<file path="src/rtl/i2s_sample_bridge.sv">
// System-clock side of the I2S transceiver: frame-event synchronizer, rx FIFO
// with first-word fall-through, and a tx staging register released on frame events.
module i2s_sample_bridge #(
  parameter int sample_size = 16,
  parameter int fifo_depth  = 4,
  parameter int sync_stages = 2
) (
  input  logic                   clk,
  input  logic                   reset,
  input  logic                   i2s_rx_valid,
  input  logic [sample_size-1:0] i2s_rx_l,
  input  logic [sample_size-1:0] i2s_rx_r,
  output logic [sample_size-1:0] i2s_tx_l,
  output logic [sample_size-1:0] i2s_tx_r,
  output logic                   out_valid,
  input  logic                   out_ready,
  output logic [sample_size-1:0] out_l,
  output logic [sample_size-1:0] out_r,
  input  logic                   in_valid,
  output logic                   in_ready,
  input  logic [sample_size-1:0] in_l,
  input  logic [sample_size-1:0] in_r,
  output logic                   overrun,
  output logic                   underrun,
  input  logic                   clear_flags
);

  localparam int addr_w = $clog2(fifo_depth);
  localparam int cnt_w  = addr_w + 1;
  localparam int word_w = 2 * sample_size;

  // ---------------- frame event ----------------
  logic [sync_stages-1:0] sync_q, sync_d;
  logic [sync_stages-1:0] fill_q, fill_d;
  logic                   prev_q, armed_q, armed_d, evt_q, evt_d;
  logic                   synced;

  assign synced = sync_q[sync_stages-1];

  // fill_q tracks which synchronizer stages hold post-reset samples, so the
  // cleared chain is never mistaken for a real low level when arming.
  always_comb begin
    sync_d  = {sync_q[sync_stages-2:0], i2s_rx_valid};
    fill_d  = {fill_q[sync_stages-2:0], 1'b1};
    armed_d = armed_q | (fill_q[sync_stages-1] & ~synced);
    evt_d   = synced & ~prev_q & armed_q;
  end

  always_ff @(posedge clk) begin
    if (reset) begin
      sync_q  <= '0;
      fill_q  <= '0;
      prev_q  <= 1'b0;
      armed_q <= 1'b0;
      evt_q   <= 1'b0;
    end else begin
      sync_q  <= sync_d;
      fill_q  <= fill_d;
      prev_q  <= synced;
      armed_q <= armed_d;
      evt_q   <= evt_d;
    end
  end

  // ---------------- rx FIFO ----------------
  logic [word_w-1:0] mem_q [fifo_depth];
  logic [addr_w-1:0] wr_ptr_q, wr_ptr_d, rd_ptr_q, rd_ptr_d;
  logic [cnt_w-1:0]  count_q, count_d;
  logic [word_w-1:0] head;
  logic              fifo_full, pop, push, ovr_set;

  assign fifo_full = (count_q == cnt_w'(fifo_depth));
  assign out_valid = (count_q != '0);
  assign pop       = out_valid & out_ready;
  // A full FIFO still accepts a frame when the head leaves in the same cycle.
  assign push      = evt_q & (~fifo_full | pop);
  assign ovr_set   = evt_q & fifo_full & ~pop;
  assign head      = mem_q[rd_ptr_q];
  assign out_l     = out_valid ? head[word_w-1:sample_size] : '0;
  assign out_r     = out_valid ? head[sample_size-1:0]      : '0;

  always_comb begin
    wr_ptr_d = wr_ptr_q;
    rd_ptr_d = rd_ptr_q;
    count_d  = count_q;
    if (push) wr_ptr_d = wr_ptr_q + 1'b1;
    if (pop)  rd_ptr_d = rd_ptr_q + 1'b1;
    case ({push, pop})
      2'b10:   count_d = count_q + 1'b1;
      2'b01:   count_d = count_q - 1'b1;
      default: count_d = count_q;
    endcase
  end

  always_ff @(posedge clk) begin
    if (push) mem_q[wr_ptr_q] <= {i2s_rx_l, i2s_rx_r};
  end

  always_ff @(posedge clk) begin
    if (reset) begin
      wr_ptr_q <= '0;
      rd_ptr_q <= '0;
      count_q  <= '0;
    end else begin
      wr_ptr_q <= wr_ptr_d;
      rd_ptr_q <= rd_ptr_d;
      count_q  <= count_d;
    end
  end

  // ---------------- tx staging ----------------
  logic [sample_size-1:0] stage_l_q, stage_l_d, stage_r_q, stage_r_d;
  logic [sample_size-1:0] tx_l_q, tx_l_d, tx_r_q, tx_r_d;
  logic                   stage_full_q, stage_full_d, load, unr_set;
  logic                   overrun_q, overrun_d, underrun_q, underrun_d;

  assign in_ready = ~stage_full_q & ~reset;
  assign load     = in_valid & in_ready;
  assign unr_set  = evt_q & ~stage_full_q;
  assign i2s_tx_l = tx_l_q;
  assign i2s_tx_r = tx_r_q;
  assign overrun  = overrun_q;
  assign underrun = underrun_q;

  // Load only happens while staging is empty, so an evt in the same cycle
  // sees the old (empty) staging and the new frame waits for the next evt.
  always_comb begin
    stage_l_d    = stage_l_q;
    stage_r_d    = stage_r_q;
    stage_full_d = stage_full_q;
    tx_l_d       = tx_l_q;
    tx_r_d       = tx_r_q;
    if (evt_q && stage_full_q) begin
      tx_l_d       = stage_l_q;
      tx_r_d       = stage_r_q;
      stage_full_d = 1'b0;
    end
    if (load) begin
      stage_l_d    = in_l;
      stage_r_d    = in_r;
      stage_full_d = 1'b1;
    end
    overrun_d  = ovr_set | (overrun_q  & ~clear_flags);
    underrun_d = unr_set | (underrun_q & ~clear_flags);
  end

  always_ff @(posedge clk) begin
    if (reset) begin
      stage_l_q    <= '0;
      stage_r_q    <= '0;
      stage_full_q <= 1'b0;
      tx_l_q       <= '0;
      tx_r_q       <= '0;
      overrun_q    <= 1'b0;
      underrun_q   <= 1'b0;
    end else begin
      stage_l_q    <= stage_l_d;
      stage_r_q    <= stage_r_d;
      stage_full_q <= stage_full_d;
      tx_l_q       <= tx_l_d;
      tx_r_q       <= tx_r_d;
      overrun_q    <= overrun_d;
      underrun_q   <= underrun_d;
    end
  end

endmodule
</file>
<file path="config.mk">
export PLATFORM = sky130hd
export DESIGN_NAME = i2s_sample_bridge
export DESIGN_NICKNAME = d
export VERILOG_FILES = /design/src/rtl/i2s_sample_bridge.sv
export SDC_FILE = /design/constraint.sdc
export NUM_CORES = 1
export LEC_CHECK = 0
export BUFFER_PORTS_ARGS = -buffer_cell sky130_fd_sc_hd__buf_2
export CORE_ASPECT_RATIO = 1.4
export CORE_MARGIN = 2
export CORE_UTILIZATION = 60
export CTS_CLUSTER_SIZE = 14
export DETAILED_ROUTE_END_ITERATION = 6
export HOLD_SLACK_MARGIN = 0.08
export PLACE_DENSITY = 0.85
export SLEW_MARGIN = 20
export SYNTH_ARGS = -nofsm -noshare
export SYNTH_HDL_FRONTEND = slang
export SYNTH_SLANG_ARGS = --single-unit
</file>
<file path="constraint.sdc">
create_clock -name clk -period 5.85 [get_ports clk]
set_input_delay 1.17 -clock clk [delete_from_list [all_inputs] [get_ports clk]]
set_output_delay 1.17 -clock clk [all_outputs]
set_load 0.005 [all_outputs]
</file>
==> results of run 1 <==
[cells by family (layout without fill, tap and decap cells)]
group	after synthesis	in the layout
DFF	211	211
and+or+nand+nor	198	198
AOI/OAI and AO/OA	77	77
buffers and inverters	44	182
muxes	36	36
adders and majority gates	5	5
xor gates and xnor gates	3	3
[state kept, by name (all words and copies together) (netlist names), 2 cells and up, named ones only]
register / count
fill_q: 2
i2s_tx_r: 16
i2s_tx_l: 16
count_q: 3
rd_ptr_q: 2
mem_q: 128
stage_r_q: 16
stage_l_q: 16
wr_ptr_q: 2
sync_q: 2
[final cells by class]
cell class                 count  area (µm²)
fill                         893        3690
timing repair buffer         141         716
clock inverter                 5        26.3
multi-input combinational    319        2200
inverter                       8        30.0
sequential                   211        5510
clock buffer                  28         522
tap                          153         191
[synthesized netlist by cell type, types with 4 or more instances]
| cell type | n |
|---|---|
| sky130_fd_sc_hd__buf_2 | 19 |
| sky130_fd_sc_hd__a21oi_1 | 36 |
| sky130_fd_sc_hd__edfxtp_1 | 128 |
| sky130_fd_sc_hd__ha_1 | 4 |
| sky130_fd_sc_hd__o21ai_0 | 34 |
| sky130_fd_sc_hd__dfxtp_1 | 83 |
| sky130_fd_sc_hd__and2_1 | 34 |
| sky130_fd_sc_hd__inv_1 | 7 |
| sky130_fd_sc_hd__nand2_1 | 129 |
| sky130_fd_sc_hd__and3_1 | 4 |
| sky130_fd_sc_hd__nor2b_1 | 5 |
| sky130_fd_sc_hd__nor2_1 | 14 |
| sky130_fd_sc_hd__clkbuf_1 | 10 |
| sky130_fd_sc_hd__mux4_2 | 30 |
[cells in the final DEF (no fill, tap or decap), types with 14 or more instances in the layout]
cell                        synthesis  routed
sky130_fd_sc_hd__buf_2             19     137
sky130_fd_sc_hd__nand2_1          129     128
sky130_fd_sc_hd__edfxtp_1         128     128
sky130_fd_sc_hd__dfxtp_1           83      82
sky130_fd_sc_hd__a21oi_1           36      36
sky130_fd_sc_hd__o21ai_0           34      34
sky130_fd_sc_hd__and2_1            34      33
sky130_fd_sc_hd__mux4_2            30      30
sky130_fd_sc_hd__clkbuf_16          0      19
sky130_fd_sc_hd__nor2_1            14      14
[worst max-delay path, delay by kind of cell, from the launching register on]
| kind | cells | cell delay [ns] |
|---|---|---|
| buffers and inverters | 2 | 0.63 |
| flip-flops | 1 | 0.31 |
| multiplexers | 1 | 0.57 |
| AND/OR/NAND/NOR | 1 | 0.19 |
[final timing paths]
path,startpoint,end,cells past startpoint
worst max-delay path,flop,out_r[7],4
worst min-delay path,prev_q$_SDFF_PP0_,evt_q$_SDFF_PP0_,1
worst max register to register,count_q[2]$_SDFFE_PP0P_,count_q[2]$_SDFFE_PP0P_,6
worst min register to register,prev_q$_SDFF_PP0_,evt_q$_SDFF_PP0_,1
[stage by stage]
step                util [%]  instance area, µm²  power, W  instances  setup WS [ns]
CTS                     71.3                9180   0.00283        865           2.44
detailed placement      67.1                8640   0.00174        832           2.86
floorplan                  -                7950   0.00169        574           2.99
global route            71.4                9190   0.00291        865           2.33
finish                  71.4                9190   0.00281        865           2.50
global placement        67.1                8640   0.00173        832           2.91
[layer usage]
metal	global-route usage (%)	vias to the layer above	wire length [µm]
li1	-	2286	-
met1	27.9	2341	5730
met2	37.1	183	7940
met3	3.74	17	1040
met4	6.12	0	253
met5	0	-	0
[power breakdown]
part	switching [W]	internal [W]
logic	0.0000547	0.0000436
registers	0.0000113	0.00159
clock network	0.000486	0.000619
==> results.toml, run 1 <==
[routing]
drt.antenna.violating_nets = 0
detail_route.iter0.violations = 220
routed_via_density = 5.58
drc = 0
num_vias = 4827
first_pass_iters = 6
wire_per_inst_um = 17.3
drt_wl_total_mm = 15.0

[run_status]
status = "complete, no violations"

[sta]
maxSlewHeadroom_pct = 36.6
timing.final.crit_period_ns = 3.35
transition_at_the_pin_with_the_smallest_max_transition_slack_ns = 0.945
final_min_period_over_clock_period_pct = 57.3
worst_hold_slack_ns = 0.415
final-setup-viol-count = 0
max_freq_mhz = 298
clock-skew-final_ns = 0.0170
finalHoldViolCount = 0
finalSetupTns_ns = 0
timing.final.max_slew_violations = 0
rsz0062_at_grt = "no"

[synth]
synth-adder-area-share_pct = 0.882
synth_top_cell_area_share_pct = 48.4
syn_nets = 649
synth_cells = 574
post_synth_xor_area_fraction_pct = 0.331
synthesis.area_per_instance_um2 = 13.8
netlist.top_cell.by_area = "sky130_fd_sc_hd__edfxtp_1"
synthMuxAreaShare_pct = 9.70
postSynth.topFlopCell = "sky130_fd_sc_hd__edfxtp_1"
synth_area_in_compound_gates_pct = 5.13
synth.area.top_cells = "sky130_fd_sc_hd__edfxtp_1 48%, sky130_fd_sc_hd__dfxtp_1 21%, sky130_fd_sc_hd__mux4_2 8.5%"
synth_edf_count = 128
combinational_family_with_the_most_area_after_synthesis = "simple AND/OR/NAND/NOR gates"
yosysSeqAreaShare_pct = 69.3
synth_warnings = 0
yosys_register_bits = 211
synth_area_um2 = 7950
synth.distinct_cells = 37
synthArstFlopShare_pct = 0
yosys.area_share.simple_pct = 11.5

[floorplanning]
die-area_um2 = 14200
die_outline_height_um = 140
top_level_ports = 138
initial_core_util_pct = 61.7
core.rowCount = 49
core_area_um2 = 12900
die-width_um = 101

[critical_path]
worst_setup_path_end_kind = "output port"
r2r_setup_slack_ns = 3.75
startpoint_type = "flop"
timing.critical_path.cells = "buf_4, mux4_2, and2_1, buf_2"
worst_ep_arrival_time_ns = 2.18
slowest_stage = "sky130_fd_sc_hd__mux4_2"
cp.required_ns = 4.68
cpPeakStageDelay_ns = 0.57
path_class = "reg -> out"
crit_path_max_fanout = 32

[clock_network]
numClockSinks = 211
h-tree-depth = 1
cts.hold.buffers_added = 0
path_clk_slew_ns = 0.06
tritoncts.num_buffers = 19
tritoncts = "done"
post_cts_resized = 0
cts_buffer_depth = 3
number_of_setup_buffers_added_after_cts = 0
cts_root_buffer = "sky130_fd_sc_hd__clkbuf_16"
clk-insertion-delay-late_ns = 0.48

[power_and_ir_drop]
p_per_area_nw_per_um2 = 306
cellLeakagePower_nw = 3.39
peakVddDrop_mv = 0.235

[global_routing]
grt_overflow_total = 0
grt_antenna_before_repair = 0
grt_pass1_vias = 4894
globalRouteTotalUtil_pct = 21.5
wire_length_of_the_first_global_routing_pass_mm = 24.1
grt_start_max_net_pins = 65

[layout]
num-nets-final = 775
syn_to_final_growth_pct = 15.6
layout-drive-gt1-share_pct = 29.1
diodes = 0

[hold_path]
hp-class = "reg -> reg"

[placement]
gp_routability_congestion = 0.753
port_buffers = 137
place_hpwl_mm = 9.56

[run]
cap_violations = 0
No activity file was read; power rests on OpenSTA's default activity.
==> run 2, diff against run 1 <==
--- a/config.mk
+++ b/config.mk
@@ -8,11 +8,11 @@
 export BUFFER_PORTS_ARGS = -buffer_cell sky130_fd_sc_hd__buf_2
 export CORE_ASPECT_RATIO = 1.4
 export CORE_MARGIN = 2
-export CORE_UTILIZATION = 60
+export CORE_UTILIZATION = 55
 export CTS_CLUSTER_SIZE = 14
 export DETAILED_ROUTE_END_ITERATION = 6
 export HOLD_SLACK_MARGIN = 0.08
-export PLACE_DENSITY = 0.85
+export PLACE_DENSITY = 0.79
 export SLEW_MARGIN = 20
 export SYNTH_ARGS = -nofsm -noshare
 export SYNTH_HDL_FRONTEND = slang
==> constraint.sdc (replaced) <==
create_clock -name clk -period 3.1 [get_ports clk]
set_input_delay 0.62 -clock clk [delete_from_list [all_inputs] [get_ports clk]]
set_output_delay 0.62 -clock clk [all_outputs]
set_load 0.005 [all_outputs]
==> results.toml, run 2 (synthesis results as in run 1) <==
[clock_network]
numClockSinks = 211
cts.hold.buffers_added = 0
tritoncts.num_buffers = 20
cts_buffer_depth = 3
post_cts_resized = 0
cts_root_buffer = "sky130_fd_sc_hd__clkbuf_16"
tritoncts = "done"
clk-insertion-delay-late_ns = 0.49
number_of_setup_buffers_added_after_cts = 0
path_clk_slew_ns = 0.06
h-tree-depth = 1

[critical_path]
startpoint_type = "flop"
crit_path_max_fanout = 32
timing.critical_path.cells = "buf_12, mux4_1, and2_1, buf_2"
path_class = "reg -> out"
cp.required_ns = 2.48
worst_ep_arrival_time_ns = 1.98
cpPeakStageDelay_ns = 0.60
worst_setup_path_end_kind = "output port"
slowest_stage = "sky130_fd_sc_hd__mux4_1"

[floorplanning]
die_outline_height_um = 146
initial_core_util_pct = 55.5
core_area_um2 = 14300
die-area_um2 = 15400
die-width_um = 106
core.rowCount = 52
top_level_ports = 138

[routing]
drc = 0
first_pass_iters = 4
wire_per_inst_um = 17.0
drt_wl_total_mm = 15.4
drt.antenna.violating_nets = 0
num_vias = 4848
detail_route.iter0.violations = 274
routed_via_density = 5.35

[global_routing]
wire_length_of_the_first_global_routing_pass_mm = 24.9
grt_antenna_before_repair = 1
met3_usage_pct = 4.87
groute.layer.met1.usage_pct = 23.4
grt_most_used_layer = "met2"
grt_start_max_net_pins = 65
grt_overflow_total = 0
gr-usage-met2_pct = 37.1
globalRouteTotalUtil_pct = 20.2
grt_pass1_vias = 5088

[sta]
finalHoldViolCount = 0
final-setup-viol-count = 0
finalSetupTns_ns = 0
timing.final.max_slew_violations = 0
transition_at_the_pin_with_the_smallest_max_transition_slack_ns = 0.849
clock-skew-final_ns = 0.0102
final_min_period_over_clock_period_pct = 83.9
maxSlewHeadroom_pct = 43.4
timing.final.crit_period_ns = 2.60
rsz0062_at_grt = "no"
max_freq_mhz = 384

[layout]
max_flop_register = "mem_q"
layout.cell_area.non_filler_um2 = 9390
num-nets-final = 779
num-fill-cells = 1058
most-common-layout-cells = "137 x sky130_fd_sc_hd__buf_2, 129 x sky130_fd_sc_hd__nand2_1, 128 x sky130_fd_sc_hd__edfxtp_1, 82 x sky130_fd_sc_hd__dfxtp_1, 36 x sky130_fd_sc_hd__a21oi_1"
syn_to_final_growth_pct = 18.2
layout-drive-gt1-share_pct = 29.5
layout.cells.most_common = "sky130_fd_sc_hd__buf_2"
diodes = 0
footprint_of_the_flip_flops_and_latches_um2 = 5510
multiInputGateArea_um2 = 2190
largest_register_ffs = 128

[power_and_ir_drop]
peakVddDrop_mv = 0.515
cellLeakagePower_nw = 3.45
p_per_area_nw_per_um2 = 603

[placement]
place_hpwl_mm = 9.74
postPlaceCellArea_um2 = 8720
port_buffers = 137
gp_routability_congestion = 0.771

[hold_path]
hp-class = "in -> reg"

[run_status]
status = "complete, no violations"

[run]
cap_violations = 0
==> run 2: final timing paths <==
path / startpoint / end / slack, ns / cells past startpoint
max: flop / out_l[15] / 0.50 / 4
min: in_r[15] / stage_r_q[15]$_SDFFE_PP0P_ / 0.32 / 3
max reg2reg: count_q[2]$_SDFFE_PP0P_ / count_q[2]$_SDFFE_PP0P_ / 1.02 / 6
min reg2reg: prev_q$_SDFF_PP0_ / evt_q$_SDFF_PP0_ / 0.40 / 1
==> run 2: metal layers <==
layer	share of wire (%)	up-vias
met1	39	2348
li1	-	2300
met2	52	169
met5	0.045	-
met3	7.0	29
met4	2.0	2
==> run 2: through the flow <==
step / total power (W) / utilization, % / setup slack [ns] / hold WS (ns) / std cells
finish: 0.00566 / 65.6 / 0.498 / 0.323 / 907
global route: 0.00584 / 65.6 / 0.404 / 0.331 / 907
CTS: 0.00571 / 65.6 / 0.459 / 0.313 / 907
detailed placement: 0.00328 / 60.9 / 0.860 / 0.401 / 871
global placement: 0.00327 / 60.9 / 0.899 / 0.383 / 871
floorplan: 0.00319 / - / 0.886 / 0.374 / 574
==> run 2: layout make-up <==
cell class | instances | share of cell area (%)
tap | 189 | 2.52
sequential | 211 | 58.7
multi-input combinational | 319 | 23.4
inverter | 8 | 0.320
clock inverter | 5 | 0.506
timing repair buffer | 144 | 8.00
clock buffer | 31 | 6.65
==> run 2: critical path: cells and delay by family (launching register included) <==
| kind | cells | cell delay [ns] |
|---|---|---|
| muxes | 1 | 0.60 |
| buffers and inverters | 2 | 0.38 |
| DFF | 1 | 0.34 |
| and+or+nand+nor | 1 | 0.18 |
==> run 2: where the power goes <==
group / leakage (nW) / internal [W] / switching, W
Combinational: 1.30 / 0.0000843 / 0.000105
Sequential: 1.83 / 0.00301 / 0.0000206
Clock: 0.327 / 0.00147 / 0.000973
==> run 3, diff against run 2 <==
==> constraint.sdc (replaced) <==
create_clock -name clk -period 2.6 [get_ports clk]
set_input_delay 0.52 -clock clk [delete_from_list [all_inputs] [get_ports clk]]
set_output_delay 0.52 -clock clk [all_outputs]
set_load 0.005 [all_outputs]
==> results.toml, run 3 (synthesis results as in run 1) <==
[run_status]
status = "complete, no violations"

[critical_path]
cpPeakStageDelay_ns = 0.62
worst-path-buf-inv = 2
slowest_stage = "sky130_fd_sc_hd__mux4_1"
cp.required_ns = 2.08
crit_path_max_fanout = 16
worst_setup_path_end_kind = "output port"
critPathTopFamily = "multiplexers"
startpoint_type = "flop"
path_class = "reg -> out"
r2r-start = "count_q[2]$_SDFFE_PP0P_"
worst_ep_arrival_time_ns = 2.01
timing.critical_path.cells = "buf_12, mux4_1, and2_1, buf_2"

[routing]
drt.antenna.violating_nets = 0
routed_via_density = 5.40
first_pass_iters = 4
drc = 0
detail_route.iter0.violations = 260
wire_per_inst_um = 17.5
drt_wl_total_mm = 15.9
num_vias = 4896

[sta]
transition_at_the_pin_with_the_smallest_max_transition_slack_ns = 0.877
clock-skew-final_ns = 0.0139
final-setup-viol-count = 0
final_min_period_over_clock_period_pct = 97.2
max_freq_mhz = 396
finalSetupTns_ns = 0
finalHoldViolCount = 0
timing.final.crit_period_ns = 2.53
timing.final.max_slew_violations = 0
maxSlewHeadroom_pct = 41.5
layout_setup_ws_ns = 0.0727

[global_routing]
met3_usage_pct = 5.00
wire_length_of_the_first_global_routing_pass_mm = 25.0
grt_most_used_layer = "met2"
gr-usage-met2_pct = 37.9
globalRouteTotalUtil_pct = 20.4
groute.layer.met1.usage_pct = 23.0
grt_overflow_total = 0
grt_pass1_vias = 5113
grt_antenna_before_repair = 1
grt_start_max_net_pins = 65

[layout]
num-fill-cells = 1057
syn_to_final_growth_pct = 17.7
max_flop_register = "mem_q"
footprint_of_the_flip_flops_and_latches_um2 = 5510
layout.cell_area.non_filler_um2 = 9350
largest_register_ffs = 128
final_cell_count_no_fill = 907
multiInputGateArea_um2 = 2190
layout.cells.most_common = "sky130_fd_sc_hd__buf_2"
layout-drive-gt1-share_pct = 29.0
diodes = 0
most-common-layout-cells = "137 x sky130_fd_sc_hd__buf_2, 129 x sky130_fd_sc_hd__nand2_1, 128 x sky130_fd_sc_hd__edfxtp_1, 82 x sky130_fd_sc_hd__dfxtp_1, 36 x sky130_fd_sc_hd__a21oi_1"
num-nets-final = 780

[floorplanning]
initial_core_util_pct = 55.5
die-width_um = 106
core_area_um2 = 14300
die-area_um2 = 15400
die_outline_height_um = 146
core.rowCount = 52
top_level_ports = 138

[hold_path]
hp-class = "in -> reg"
hold_start = "in_l[7]"

[power_and_ir_drop]
p_per_area_nw_per_um2 = 701
finalPower_w = 0.00656
cellLeakagePower_nw = 3.43
peakVddDrop_mv = 0.663

[clock_network]
numClockSinks = 211
path_clk_slew_ns = 0.06
cts.hold.buffers_added = 0
cts_root_buffer = "sky130_fd_sc_hd__clkbuf_16"
h-tree-depth = 1
tritoncts.num_buffers = 20
tritoncts = "done"
cts_buffer_depth = 3
clk-insertion-delay-late_ns = 0.49

[placement]
gp_routability_congestion = 0.788
place_hpwl_mm = 10.0
postPlaceCellArea_um2 = 8720
placed_cells = 871
placement.setup.worst_slack_ns = 0.465
port_buffers = 137

[run]
cap_violations = 0
[run 3: cell count changes in the layout (fill, tap and decap cells not counted), sizes merged]
cell      previous run  this run
clkinvlp             1         0
clkbuf              31        30
clkinv               4         5
inv                  7         8
[run 3: metrics by stage]
| stage | utilization [%] | hold WS [ns] |
|---|---|---|
| floorplan | - | 0.374 |
| global placement | 60.9 | 0.385 |
| detailed placement | 60.9 | 0.390 |
| CTS | 65.2 | 0.207 |
| global route | 65.3 | 0.232 |
| finish | 65.3 | 0.224 |
[run 3: report_power, final]
| group | switching [W] | internal (W) |
|---|---|---|
| Clock | 0.00113 | 0.00158 |
| Sequential | 0.0000251 | 0.00359 |
| Combinational | 0.000126 | 0.000103 |
| Total | 0.00128 | 0.00527 |
[run 3: timing repair]
item	4_1_cts	5_1_grt
setup endpoints to repair	0	1
endpoints found under the hold margin	0	0
setup buffers	0	0
gates resized for setup	0	0
[run 3: layout make-up]
| cell class | count | area share, % |
|---|---|---|
| inverters | 8 | 0.321 |
| clock inverters | 6 | 0.589 |
| clock buffers | 29 | 5.94 |
| flip-flops and latches | 211 | 58.9 |
| well taps | 189 | 2.53 |
| multi-input cells | 319 | 23.4 |
| repair buffers | 145 | 8.30 |
[run 3: worst register-to-register path: stages, from the launching register on]
cell and delay (ns):
sky130_fd_sc_hd__dfxtp_1 0.40, sky130_fd_sc_hd__or3_4 0.58, sky130_fd_sc_hd__nand3_1 0.16, sky130_fd_sc_hd__fa_1 0.23
sky130_fd_sc_hd__nand2b_1 0.08, sky130_fd_sc_hd__or3b_1 0.40, sky130_fd_sc_hd__a31oi_1 0.20
[run 3: worst paths after layout]
check,end,slack (ns),cells after the start
setup / recovery,out_l[15],0.07,4
hold / removal,stage_l_q[7]$_SDFFE_PP0P_,0.22,3
setup reg to reg,count_q[2]$_SDFFE_PP0P_,0.47,6
hold reg to reg,evt_q$_SDFF_PP0_,0.40,1
[run 3: metal layers]
metal / vias to the layer above / share of wire [%]
met1: 2395 / 38
met4: 2 / 2.2
li1: 2301 / -
met2: 163 / 53
met5: - / 0.082
met3: 35 / 6.5
